### config.mk
export PLATFORM = sky130hd
export DESIGN_NAME = ps2_scancode_rx
export DESIGN_NICKNAME = d
export VERILOG_FILES = /design/src/rtl/ps2_pkg.sv /design/src/rtl/ps2_line_filter.sv /design/src/rtl/ps2_scancode_rx.sv
export SDC_FILE = /design/constraint.sdc
export NUM_CORES = 1
export LEC_CHECK = 0
export ABC_AREA = 1
export CAP_MARGIN = 20
export CORE_ASPECT_RATIO = 0.5
export CORE_UTILIZATION = 36
export DETAILED_ROUTE_END_ITERATION = 10
export HOLD_SLACK_MARGIN = 0.03
export SETUP_SLACK_MARGIN = 0.2
export SLEW_MARGIN = 20
export SYNTH_ARGS = -nofsm -noshare
export SYNTH_HDL_FRONTEND = slang
export SYNTH_SLANG_ARGS = --single-unit
### constraint.sdc
create_clock -name clk -period 3.53 [get_ports clk]
set_input_delay 0.8825 -clock clk [delete_from_list [all_inputs] [get_ports clk]]
set_output_delay 0.8825 -clock clk [all_outputs]
set_load 0.03 [all_outputs]
### src/rtl/ps2_pkg.sv
`default_nettype none
// ============================================================================
// Module      : ps2_pkg
// Description : Shared types and constants for the PS/2 scancode receiver.
// Revision    : 1.0 - initial release
// ============================================================================
package ps2_pkg;

  // Frame-level receive state
  typedef enum logic [1:0] {
    ST_IDLE   = 2'd0,
    ST_DATA   = 2'd1,
    ST_PARITY = 2'd2,
    ST_STOP   = 2'd3
  } ps2_state_e;

  // Prefix bytes that modify the following scancode rather than being codes
  localparam logic [7:0] PS2_EXT   = 8'hE0;
  localparam logic [7:0] PS2_BREAK = 8'hF0;

endpackage
`default_nettype wire

### src/rtl/ps2_line_filter.sv
`default_nettype none
// ============================================================================
// Module      : ps2_line_filter
// Description : Two-flop synchronizer followed by a FILTER_LEN-sample
//               persistence filter; flags the filtered 1->0 transition.
// Revision    : 1.0 - initial release
// ============================================================================
module ps2_line_filter
  import ps2_pkg::*;
#(
  parameter int FILTER_LEN = 8
) (
  input  logic clk,
  input  logic resetn,
  input  logic raw_in,
  output logic filt_out,
  output logic fall_out
);

  localparam int CW = (FILTER_LEN > 1) ? $clog2(FILTER_LEN + 1) : 1;

  logic [1:0]    sync_q, sync_d;
  logic          filt_q, filt_d;
  logic          fall_q, fall_d;
  logic [CW-1:0] cnt_q,  cnt_d;

  // Count consecutive synchronized samples that disagree with the filtered
  // level; flip only once FILTER_LEN of them have been seen in a row.
  always_comb begin
    sync_d = {sync_q[0], raw_in};
    filt_d = filt_q;
    cnt_d  = '0;
    if (sync_q[1] != filt_q) begin
      if (cnt_q == CW'(FILTER_LEN - 1)) begin
        filt_d = sync_q[1];
      end else begin
        cnt_d = cnt_q + CW'(1);
      end
    end
    fall_d = filt_q & ~filt_d;
  end

  // State registers; bus idles high out of reset
  always_ff @(posedge clk or negedge resetn) begin
    if (!resetn) begin
      sync_q <= 2'b11;
      filt_q <= 1'b1;
      fall_q <= 1'b0;
      cnt_q  <= '0;
    end else begin
      sync_q <= sync_d;
      filt_q <= filt_d;
      fall_q <= fall_d;
      cnt_q  <= cnt_d;
    end
  end

  assign filt_out = filt_q;
  assign fall_out = fall_q;

endmodule
`default_nettype wire

### src/rtl/ps2_scancode_rx.sv
`default_nettype none
// ============================================================================
// Module      : ps2_scancode_rx
// Description : PS/2 keyboard receiver: frames bytes off the filtered clock,
//               checks parity/stop, folds E0/F0 prefixes into flags.
// Revision    : 1.0 - initial release
// ============================================================================
module ps2_scancode_rx
  import ps2_pkg::*;
#(
  parameter int FILTER_LEN     = 8,
  parameter int TIMEOUT_CYCLES = 100000
) (
  input  logic       clk,
  input  logic       resetn,
  input  logic       ps2_clk,
  input  logic       ps2_data,
  output logic [7:0] code,
  output logic       code_valid,
  output logic       code_break,
  output logic       code_ext,
  output logic       frame_err
);

  localparam int TW = $clog2(TIMEOUT_CYCLES + 1);

  logic          clk_filt;
  logic          edge_fall;
  logic [1:0]    dsync_q, dsync_d;
  logic          bit_in;

  ps2_state_e    state_q, state_d;
  logic [2:0]    bit_cnt_q, bit_cnt_d;
  logic [7:0]    shift_q, shift_d;
  logic          par_q, par_d;
  logic [TW-1:0] tmo_q, tmo_d;
  logic          ext_pend_q, ext_pend_d;
  logic          brk_pend_q, brk_pend_d;
  logic [7:0]    code_q, code_d;
  logic          code_valid_q, code_valid_d;
  logic          code_break_q, code_break_d;
  logic          code_ext_q, code_ext_d;
  logic          frame_err_q, frame_err_d;

  ps2_line_filter #(
    .FILTER_LEN (FILTER_LEN)
  ) u_clk_filter (
    .clk      (clk),
    .resetn   (resetn),
    .raw_in   (ps2_clk),
    .filt_out (clk_filt),
    .fall_out (edge_fall)
  );

  assign bit_in = dsync_q[1];

  // Frame FSM, prefix tracking and inter-edge timeout
  always_comb begin
    dsync_d      = {dsync_q[0], ps2_data};
    state_d      = state_q;
    bit_cnt_d    = bit_cnt_q;
    shift_d      = shift_q;
    par_d        = par_q;
    ext_pend_d   = ext_pend_q;
    brk_pend_d   = brk_pend_q;
    code_d       = code_q;
    code_break_d = code_break_q;
    code_ext_d   = code_ext_q;
    code_valid_d = 1'b0;
    frame_err_d  = 1'b0;
    tmo_d        = (tmo_q == TW'(TIMEOUT_CYCLES)) ? tmo_q : tmo_q + TW'(1);

    if (edge_fall) begin
      // An edge always wins over a coincident timeout
      tmo_d = '0;
      unique case (state_q)
        ST_IDLE: begin
          bit_cnt_d = 3'd0;
          if (!bit_in) state_d = ST_DATA;
        end
        ST_DATA: begin
          shift_d   = {bit_in, shift_q[7:1]};
          bit_cnt_d = bit_cnt_q + 3'd1;
          if (bit_cnt_q == 3'd7) state_d = ST_PARITY;
        end
        ST_PARITY: begin
          par_d   = bit_in;
          state_d = ST_STOP;
        end
        ST_STOP: begin
          state_d = ST_IDLE;
          if (bit_in && (^{shift_q, par_q})) begin
            if (shift_q == PS2_EXT) begin
              ext_pend_d = 1'b1;
            end else if (shift_q == PS2_BREAK) begin
              brk_pend_d = 1'b1;
            end else begin
              code_d       = shift_q;
              code_break_d = brk_pend_q;
              code_ext_d   = ext_pend_q;
              code_valid_d = 1'b1;
              ext_pend_d   = 1'b0;
              brk_pend_d   = 1'b0;
            end
          end else begin
            frame_err_d = 1'b1;
            ext_pend_d  = 1'b0;
            brk_pend_d  = 1'b0;
          end
        end
        default: state_d = ST_IDLE;
      endcase
    end else if (state_q == ST_IDLE) begin
      tmo_d = '0;
    end else if (tmo_q >= TW'(TIMEOUT_CYCLES - 1)) begin
      // This cycle is the TIMEOUT_CYCLES-th without an edge: abandon frame
      state_d     = ST_IDLE;
      tmo_d       = '0;
      frame_err_d = 1'b1;
      ext_pend_d  = 1'b0;
      brk_pend_d  = 1'b0;
    end
  end

  // State registers
  always_ff @(posedge clk or negedge resetn) begin
    if (!resetn) begin
      dsync_q      <= 2'b11;
      state_q      <= ST_IDLE;
      bit_cnt_q    <= 3'd0;
      shift_q      <= 8'h00;
      par_q        <= 1'b0;
      tmo_q        <= '0;
      ext_pend_q   <= 1'b0;
      brk_pend_q   <= 1'b0;
      code_q       <= 8'h00;
      code_valid_q <= 1'b0;
      code_break_q <= 1'b0;
      code_ext_q   <= 1'b0;
      frame_err_q  <= 1'b0;
    end else begin
      dsync_q      <= dsync_d;
      state_q      <= state_d;
      bit_cnt_q    <= bit_cnt_d;
      shift_q      <= shift_d;
      par_q        <= par_d;
      tmo_q        <= tmo_d;
      ext_pend_q   <= ext_pend_d;
      brk_pend_q   <= brk_pend_d;
      code_q       <= code_d;
      code_valid_q <= code_valid_d;
      code_break_q <= code_break_d;
      code_ext_q   <= code_ext_d;
      frame_err_q  <= frame_err_d;
    end
  end

  assign code       = code_q;
  assign code_valid = code_valid_q;
  assign code_break = code_break_q;
  assign code_ext   = code_ext_q;
  assign frame_err  = frame_err_q;

  // Filtered clock level is only consumed through its falling-edge flag
  logic unused_ok;
  assign unused_ok = clk_filt;

endmodule
`default_nettype wire

==> key figures, run 1 <==
Outcome
  – Status: complete, no violations

Synth
  – Post-Synthesis Cell Area: 2890 um2
  – Synth Warn #: 0
  – Flops & latches, synth: 55
  – Count of cell types in the netlist: 35
  – Seq/Total Area, Yosys: 0.479
  – Mapped Cells: about 340
  – Syn_nets: roughly 350
  – Synth Area per Inst: 8.62 um2

Route
  – Remaining DRCs: 0
  – Final ANT Viol Nets: 0
  – Vias: about 2,100
  – WL final: 5140 um
  – Detailed Route Iter0 Violations: 102
  – Total iterations of the first detailed-routing run: 4
  – Routed WL per cell: between 10 and 15 um
  – Vias per inst: 4.58

Clocking
  – CTS tree: done
  – Post-CTS Hold Fix Bufs: 0
  – Htree depth: 2
  – CTS Buf Count: 5
  – CTS root buf: clkbuf_16
  – Clk buf depth: 2
  – # resized after CTS: 0
  – Clock latency on the worst-skew pair: 300 ps
  – CTS clk-pin slew, worst paths: roughly 70 ps
  – Post-CTS setup buffer count: 0
  – Clock sinks: 55

Setup path
  – Worst EP required: approximately 2700 ps
  – Worst path bufs/invs: 1
  – Max Fanout on Critical Path: 2
  – Startpoint Class: register
  – Critical path class: reg -> out
  – Slowest-stage cell, CP: clkdlybuf4s50_1
  – CP endpoint kind: primary output
  – Critical-path cell list: clkdlybuf4s50_1
  – Critical Path Max Stage Delay: 680 ps
  – CP top delay family: buffers and inverters
  – WP data arrival: about 1400 ps

STA
  – Fin crit share: 0.632
  – Fin Setup TNS: 0 ps
  – Clk_skew: ~4.5 ps
  – RSZ-0062 raised after global routing: no
  – Peak Freq: approximately 450 MHz
  – Final Max Slew Viols: 0
  – Hold Violations, Final: 0
  – Tmin final: approximately 2200 ps
  – Slew Limit Headroom: 0.616
  – Measured slew at the worst slew-check pin: 574 ps
  – Final setup vio count: 0

Global routing
  – First-pass GRT wire length: 9320 um
  – Gr ovfl total: 0
  – Met1 usage: 0.181
  – Total track usage: 0.142
  – Number of global-route vias before repair: between 2,000 and 2,500
  – Grt met3 use: 0.0366
  – Initial antenna violation count: 0
  – GR Util met2: 0.237
  – GR peak layer: met2
  – Largest net degree at the start of global routing: 32

Hold path
  – Tightest Hold Check Type: reg -> reg

Die
  – Die Y-Extent: around 65 um
  – Initial Util: 0.383
  – Io pins: 16
  – FP Rows: 22
  – Core area: 7540 um2
  – DIE WIDTH: roughly 130 um
  – Die Area: roughly 8400 um2

Finish
  – FF/Latch Area: 1380 um2
  – Most frequent cells in the layout: 77 x nand2_1, 50 x dfrtp_1, 42 x nor2_1
  – Fill cells: around 750
  – Most common cell after layout, fill and taps aside: nand2_1
  – Multi-input logic area: 1320 um2
  – P&R area growth vs syn: 14.7%
  – Fraction of layout instances using a drive strength above 1: 0.181
  – Layout Nets: between 300 and 400
  – Antenna cell count: 0
  – Non-filler cells in the finished layout: about 460

Power and ir drop
  – Seq pwr share: 0.495
  – Clock power share: 0.409
  – Internal Power: roughly 0.0010 W
  – Comb power frac: 0.097
  – Pwr/cell area: 424 nW/um2
  – Switching Share: 0.255
  – Psw: between 0.0003 and 0.0004 W
  – Pleak: around 1.5 nW
  – Peak supply drop: slightly above 0.2 mV

Place
  – Cells after DPL: 454
  – PortBufs: 15
  – Placer Congestion: 0.812
  – HPWL after DPL: roughly 3800 um

Flow run
  – Max_cap viols: 0
==> layout make-up <==
class	instances	area share
Timing Repair Buffer	16	0.0461
Clock inverter	3	0.0144
Sequential cell	55	0.417
Clock buffer	5	0.0378
Multi-Input combinational cell	235	0.398
Inverter	40	0.0453
Tap cell	108	0.0408
==> layer usage <==
metal  wire [um]  vias to the layer above
li1            -                     1099
met1        2530                      982
met2        2380                       30
met3         165                        7
met4          67                        0
met5           0                        -
==> power groups by stage <==
stage / Clock, W / Sequential, W / Combinational, W
after floorplan: 0 / 0.000695 / 0.000104
after global placement: 0 / 0.000705 / 0.000133
after detailed placement: 0 / 0.000707 / 0.000138
after CTS: 0.000598 / 0.000695 / 0.000139
after global routing: 0.000622 / 0.000700 / 0.000159
final: 0.000574 / 0.000695 / 0.000136
==> flip-flops by register name (all words and copies together), names as in the netlist <==
register               count
par_q                      1
state_q                    2
bit_cnt_q                  3
tmo_q                     17
u_clk_filter.fall_out      1
frame_err                  1
u_clk_filter.filt_out      1
u_clk_filter.sync_q        2
code                       8
dsync_q                    2
code_break                 1
code_ext                   1
brk_pend_q                 1
code_valid                 1
ext_pend_q                 1
u_clk_filter.cnt_q         4
shift_q                    8
==> synthesized netlist by cell type (all sizes together) <==
library cell	instances	area, um2
nor2	46	188
dfstp	5	131
or2	1	6.26
o21ai	25	163
o21a	1	7.51
a31oi	1	6.26
nand3	20	138
inv	40	150
xnor2	4	35.0
xor2	8	70.1
dfrtp	50	1250
clkbuf	2	7.51
nand3b	4	33.8
nand4	5	31.3
buf	3	27.5
nor3b	3	22.5
nor3	3	25.0
nor4	3	40.0
nand2	92	383
o21bai	2	15.0
ha	9	113
a21oi	7	35.0
o2111ai	1	8.76
==> kinds of logic after synthesis <==
family | count (synthesis) | share of synthesized area
AND/OR/NAND/NOR | 177 | 0.300
adder cells (fa/ha/maj) | 9 | 0.0390
AO/OA/AOI/OAI | 37 | 0.0815
XOR/XNOR | 12 | 0.0364
buffers and inverters | 45 | 0.0641
flip-flops | 55 | 0.479
==> worst paths after layout <==
| path | start | end | slack (ps) | cells after the start |
|---|---|---|---|---|
| worst max-delay path | code[6] | code[6] | 1300 | 1 |
| worst min-delay path | dsync_q[0] | dsync_q[1] | 360 | 0 |
| worst max register to register | shift_q[0] | code_ext | 1620 | 12 |
| worst min register to register | dsync_q[0] | dsync_q[1] | 360 | 0 |
| max in group asynchronous | resetn | shift_q[0] | 2160 | 2 |
| min in group asynchronous | resetn | u_clk_filter.cnt_q[0] | 570 | 1 |
==> metrics by stage <==
step	utilization	worst slack, ps	total power [W]	hold slack [ps]	instance area, um2
3_5_place_dp	0.416	1610	0.000845	348	3140
4_1_cts	0.439	1280	0.00143	358	3310
3_3_place_gp	0.416	1630	0.000838	346	3140
5_1_grt	0.439	1240	0.00148	360	3310
6_report	0.439	1300	0.00141	357	3310
2_1_floorplan	-	1960	0.000799	345	2890
Power figures use the tool's default switching activity.
==> run 2, diff against run 1 <==
==> constraint.sdc (replaced) <==
create_clock -name clk -period 2.3 [get_ports clk]
set_input_delay 0.575 -clock clk [delete_from_list [all_inputs] [get_ports clk]]
set_output_delay 0.575 -clock clk [all_outputs]
set_load 0.03 [all_outputs]
==> run 2 against run 1 <==
  * Clock power rose by 29%
  * Sequential power rose by 54%
  * Routed wire length fell by 2.9%
  * Register-to-register slack got worse by 1200 ps
  * Critical path type unchanged
  * Highest routed layer unchanged
==> key figures, run 2 (synthesized netlist as in run 1, its figures left out) <==
STA
  – Hold slack: 231 ps (-125 ps)
  – Measured slew at the worst slew-check pin: 482 ps (-91.3 ps)
  – RSZ-0062 raised after global routing: no
  – Slew Limit Headroom: 0.678 (+0.0622)
  – Final worst slack: 373 ps (-924 ps)
  – Final setup vio count: 0 (unchanged)
  – Fin crit share: 0.838
  – Final Max Slew Viols: 0 (unchanged)
  – Clk_skew: 5.82 ps (+1.30 ps)
  – Peak Freq: 519 MHz
  – Tmin final: a little under 2000 ps
  – Fin Setup TNS: 0 ps (unchanged)
  – Hold Violations, Final: 0 (unchanged)

Setup path
  – CP endpoint kind: primary output
  – CP top delay family: buffers and inverters
  – Critical path class: reg -> out
  – Critical Path Max Stage Delay: 680 ps (about the same)
  – Worst path bufs/invs: 1 (unchanged)
  – Flop2flop setup slack: 470 ps (-1150 ps)
  – Critical-path cell list: clkdlybuf4s50_1
  – Worst EP required: 1730 ps (-920 ps)
  – Worst R2R Start: tmo_q[0]
  – Slowest-stage cell, CP: clkdlybuf4s50_1
  – Max Fanout on Critical Path: 2 (unchanged)
  – Startpoint Class: register
  – Worst setup path startpoint: code_break
  – WP data arrival: 1350 ps (about the same)

Die
  – Io pins: 16 (unchanged)
  – Core area: 7540 um2 (unchanged)
  – Die Y-Extent: 65.3 um (unchanged)
  – DIE WIDTH: 129 um (unchanged)
  – Die Area: 8410 um2 (unchanged)
  – Initial Util: 0.383 (unchanged)
  – FP Rows: 22 (unchanged)

Power and ir drop
  – Peak supply drop: 0.272 mV (+35%)
  – PnR Total Power: 0.00202 W (+44%)
  – Pwr/cell area: 607 nW/um2 (+43%)
  – Pleak: 1.50 nW (+0.45%)

Flow run
  – Max_cap viols: 0 (unchanged)

Finish
  – Layout Nets: 369 (+0.82%)
  – Fraction of layout instances using a drive strength above 1: 0.185 (+0.00408)
  – Multi-input logic area: 1320 um2 (unchanged)
  – Antenna cell count: 0 (unchanged)
  – Most common cell after layout, fill and taps aside: nand2_1
  – P&R area growth vs syn: 15.3%
  – FF/Latch Area: 1380 um2 (unchanged)
  – Fill cells: 744 (-0.13%)
  – Most flops, register: tmo_q
  – Most frequent cells in the layout: 77 x nand2_1, 50 x dfrtp_1, 42 x nor2_1
  – Final core occ: 0.441 (+0.00216)
  – Largest register FFs: 17 (unchanged)

Global routing
  – First-pass GRT wire length: 8840 um (-5.1%)
  – Initial antenna violation count: 0 (unchanged)
  – Largest net degree at the start of global routing: 25 (-22%)
  – Gr ovfl total: 0 (unchanged)
  – Number of global-route vias before repair: 1,961 (-5.5%)
  – Total track usage: 0.138 (-0.00464)

Route
  – Routed WL per cell: 10.7 um (-3.5%)
  – Detailed Route Iter0 Violations: 153 (+50%)
  – Total iterations of the first detailed-routing run: 4 (unchanged)
  – Final ANT Viol Nets: 0 (unchanged)
  – Remaining DRCs: 0 (unchanged)
  – WL final: 4990 um (-2.9%)
  – Vias per inst: 4.48 (-2.2%)
  – Vias: 2,085 (-1.6%)

Hold path
  – Tightest Hold Check Type: in -> async

Place
  – HPWL after DPL: 3730 um (-0.69%)
  – PortBufs: 15 (unchanged)
  – Placer Congestion: 0.871 (+7.3%)
  – Dpl ws: 481 ps (-1130 ps)

Clocking
  – # resized after CTS: 0 (unchanged)
  – Clock sinks: 55 (unchanged)
  – Clk buf depth: 2 (unchanged)
  – CTS clk-pin slew, worst paths: 70 ps (about the same)
  – Post-CTS Hold Fix Bufs: 0 (unchanged)
  – Clock latency on the worst-skew pair: 290 ps (about the same)
  – CTS root buf: clkbuf_16
  – CTS tree: done
  – Post-CTS setup buffer count: 0 (unchanged)
  – CTS Buf Count: 5 (unchanged)
  – Htree depth: 2 (unchanged)

Outcome
  – Status: complete, no violations
==> run 2: cell count changes in the layout (fill, tap and decap cells not counted) <==
| cell | before | now |
|---|---|---|
| clkinv_4 | 1 | 0 |
| clkinvlp_4 | 0 | 1 |
| clkbuf_1 | 0 | 1 |
| buf_12 | 0 | 2 |
| buf_4 | 1 | 2 |
| clkinv_2 | 0 | 1 |
| bufinv_16 | 1 | 0 |
| inv_6 | 1 | 0 |
==> run 2: final cells by class <==
type | count | area share
Clock inverter | 2 | 0.00376
Clock buffer | 6 | 0.0387
Multi-Input combinational cell | 235 | 0.396
Tap cell | 108 | 0.0406
Timing Repair Buffer | 19 | 0.0601
Sequential cell | 55 | 0.415
Inverter | 40 | 0.0451
==> run 2: metrics by stage <==
stage               cells  area (um2)
finish                465        3330
global route          465        3330
CTS                   465        3330
detailed placement    457        3190
global placement      457        3190
floorplan             335        2890
==> run 2: worst paths after layout <==
check / to / depth (start not counted)
hold / removal: tmo_q[11] / 1
setup reg to reg: tmo_q[12] / 9
setup / recovery: code_break / 1
hold reg to reg: dsync_q[1] / 0
max in group asynchronous: dsync_q[1] / 2
min in group clk: dsync_q[1] / 0
==> run 2: report_power, final <==
part | leakage, nW | internal (W) | switching (W)
combinational | 0.682 | 0.0000723 | 0.000138
sequential | 0.748 | 0.00102 | 0.0000516
clock | 0.0669 | 0.000402 | 0.000337
total | 1.50 | 0.00149 | 0.000526
==> run 2: worst reg2reg max path, cell delays in order (launching register included) <==
cell      delay [ps]
dfrtp_1          410
ha_1             220
nand2_1          110
nor2_2            70
nand2_1           60
nor2_1            40
nor2_1           140
nand3b_2         320
o21bai_1         280
a21oi_1          110
==> run 2: layer usage <==
| layer | part of all wire | up-vias | GRT usage |
|---|---|---|---|
| met1 | 0.51 | 953 | 0.179 |
| met4 | 0.017 | 0 | 0.0618 |
| met2 | 0.44 | 19 | 0.210 |
| li1 | - | 1106 | - |
| met3 | 0.032 | 7 | 0.0448 |
| met5 | 0 | - | 0 |
==> run 3, diff against run 2 <==
==> constraint.sdc (replaced) <==
create_clock -name clk -period 1.7 [get_ports clk]
set_input_delay 0.425 -clock clk [delete_from_list [all_inputs] [get_ports clk]]
set_output_delay 0.425 -clock clk [all_outputs]
set_load 0.03 [all_outputs]
==> run 3 against run 2 <==
  * The flow now finishes with violations (negative setup slack)
  * Die area is the same
  * Global-route usage grew 1.7 points
  * Sequential share of layout area shrank 7.3 points
  * Sequential power grew 33%
  * First-iteration DRC count shrank 55%
  * Utilization grew 9.6 points
  * Critical path depth grew 8
  * Clock-buffer cell count shrank 1
  * Register-to-register slack lost 520 ps
  * Clock skew shrank 2.0 ps
  * Sequential cell count is the same
  * Design area grew 22%
  * Critical endpoint is now tmo_q[0]
==> key figures, run 3 (synthesized netlist as in run 1, its figures left out) <==
Die
  – DIE WIDTH: 129 um (unchanged)
  – FP Rows: 22 (unchanged)
  – Initial Util: 0.383 (unchanged)
  – Die Area: 8410 um2 (unchanged)
  – Core area: 7540 um2 (unchanged)
  – Die Y-Extent: 65.3 um (unchanged)
  – Io pins: 16 (unchanged)

Global routing
  – Initial antenna violation count: 0 (unchanged)
  – Number of global-route vias before repair: 2,358 (+20%)
  – Gr ovfl total: 0 (unchanged)
  – First-pass GRT wire length: 10,200 um (+15%)
  – Largest net degree at the start of global routing: 56 (+120%)
  – Total track usage: 0.155 (+0.0170)

Setup path
  – Slowest-stage cell, CP: dfrtp_1
  – Worst setup path startpoint: tmo_q[1]
  – WP data arrival: 1980 ps (+630 ps)
  – Critical-path cell list: buf_4, buf_6, inv_2, ha_4, nand3b_1, nor4_4, nand3_2, xor2_1, nor2_1
  – Flop2flop setup slack: -50 ps (-520 ps)
  – CP endpoint kind: register
  – Worst EP required: 1930 ps (+200 ps)
  – Worst R2R End: tmo_q[0]
  – Critical path class: reg -> reg
  – Max Fanout on Critical Path: 3 (+1)
  – Startpoint Class: register
  – R2R depth: 9 (unchanged)
  – Critical Path Max Stage Delay: 430 ps (-250 ps)
  – Worst R2R Start: tmo_q[1]

STA
  – Clk_skew: 3.86 ps (-1.96 ps)
  – Final worst slack: -52.5 ps (-426 ps)
  – Final setup vio count: 5 (+5)
  – Measured slew at the worst slew-check pin: 332 ps (-150 ps)
  – RSZ-0062 raised after global routing: yes
  – Hold slack: 111 ps (-120 ps)
  – Final Max Slew Viols: 0 (unchanged)
  – Fin crit share: 1.03
  – Hold Violations, Final: 0 (unchanged)
  – Slew Limit Headroom: 0.776 (+0.0980)
  – Peak Freq: 571 MHz
  – Tmin final: between 1500 and 2000 ps

Finish
  – Non-filler cells in the finished layout: 510 (+9.7%)
  – Most flops, register: tmo_q
  – Most common cell after layout, fill and taps aside: nand2_1
  – Layout Nets: 414 (+12%)
  – Most frequent cells in the layout: 61 x nand2_1, 46 x dfrtp_1, 39 x buf_4
  – P&R area growth vs syn: 40.5%
  – Antenna cell count: 0 (unchanged)
  – Fraction of layout instances using a drive strength above 1: 0.443 (+0.258)
  – Largest register FFs: 17 (unchanged)
  – Fill cells: 675 (-9.3%)

Power and ir drop
  – Pleak: 1.89 nW (+26%)
  – Peak supply drop: 0.406 mV (+49%)
  – PnR Total Power: 0.00291 W (+44%)
  – Pwr/cell area: 718 nW/um2 (+18%)

Route
  – Routed WL per cell: 12.4 um (+16%)
  – Detailed Route Iter0 Violations: 69 (-55%)
  – WL final: 6340 um (+27%)
  – Total iterations of the first detailed-routing run: 4 (unchanged)
  – Remaining DRCs: 0 (unchanged)
  – Vias per inst: 4.69 (+4.6%)
  – Vias: 2,391 (+15%)
  – Final ANT Viol Nets: 0 (unchanged)

Clocking
  – Htree depth: 2 (unchanged)
  – CTS Buf Count: 5 (unchanged)
  – Clock latency on the worst-skew pair: 290 ps (about the same)
  – CTS root buf: clkbuf_16
  – Clk buf depth: 2 (unchanged)
  – CTS clk-pin slew, worst paths: 70 ps (about the same)
  – Clock sinks: 55 (unchanged)
  – CTS tree: done

Place
  – HPWL after DPL: 3910 um (+4.9%)
  – Cells after DPL: 470 (+2.8%)
  – Placer Congestion: 0.840 (-3.6%)
  – PortBufs: 15 (unchanged)
  – Dpl ws: -34.4 ps (-515 ps)

Flow run
  – Max_cap viols: 0 (unchanged)

Outcome
  – Failing checks: negative setup slack
  – Status: finished with violations

Hold path
  – Tightest Hold Check Type: in -> async
## run 3: cell count changes in the layout (fill, tap and decap cells not counted), sizes merged
cell	change
inv	+2
clkbuf	+7
clkinvlp	-1
clkdlybuf4s50	-12
dlygate4sd2	+2
buf	+44
clkdlybuf4s15	+3
## run 3: worst max-delay path by stage
stage | end | slack, ps
floorplan | tmo_q[14] | 170
global placement | ext_pend_q | -5
detailed placement | ext_pend_q | -30
CTS | code_ext | 50
global route | brk_pend_q | -120
finish | tmo_q[0] | -50
## run 3: layout make-up
class / count / area (um2) / area share
Clock buffer: 5 / 125 / 0.0308
Multi-Input combinational cell: 235 / 1650 / 0.407
Inverter: 40 / 155 / 0.0382
Clock inverter: 3 / 22.5 / 0.00555
Timing Repair Buffer: 64 / 581 / 0.143
Sequential cell: 55 / 1390 / 0.342
Tap cell: 108 / 135 / 0.0333
## run 3: metrics by stage
| step | area, um2 | utilization | setup TNS (ps) |
|---|---|---|---|
| after global placement | 3290 | 0.437 | -4.82 |
| after CTS | 3690 | 0.489 | 0 |
| after detailed placement | 3290 | 0.437 | -46.5 |
| final | 4060 | 0.538 | -167 |
| after floorplan | 2900 | - | 0 |
| after global routing | 4060 | 0.538 | -1590 |
## run 3: what timing repair did
item | CTS | global route
gates resized for setup | 50 | 80
hold buffers | 0 | 0
setup endpoints to repair | 45 | 44
cloned | 2 | 1
pin swaps | 12 | 20
setup buffers | 15 | 14
## run 3: power breakdown
part	internal, W	switching [W]
Clock	0.000555	0.000486
Sequential	0.00138	0.0000438
Combinational	0.000179	0.000271
Total	0.00211	0.000801
## run 3: layer usage
layer  track usage  vias up  wire length [um]
met2         0.281       26              3210
met3        0.0366        9               150
met5             0        -                 0
li1              -     1196                 -
met4        0.0485        0                76
met1         0.183     1160              2900
## run 3: worst max-delay path, delay by kind of cell, from the launching register on
family                   cells  cell delay [ps]
adder cells (fa/ha/maj)      1              120
AND/OR/NAND/NOR              4              650
buffers and inverters        3              320
XOR/XNOR                     1              170
flip-flops                   1              430
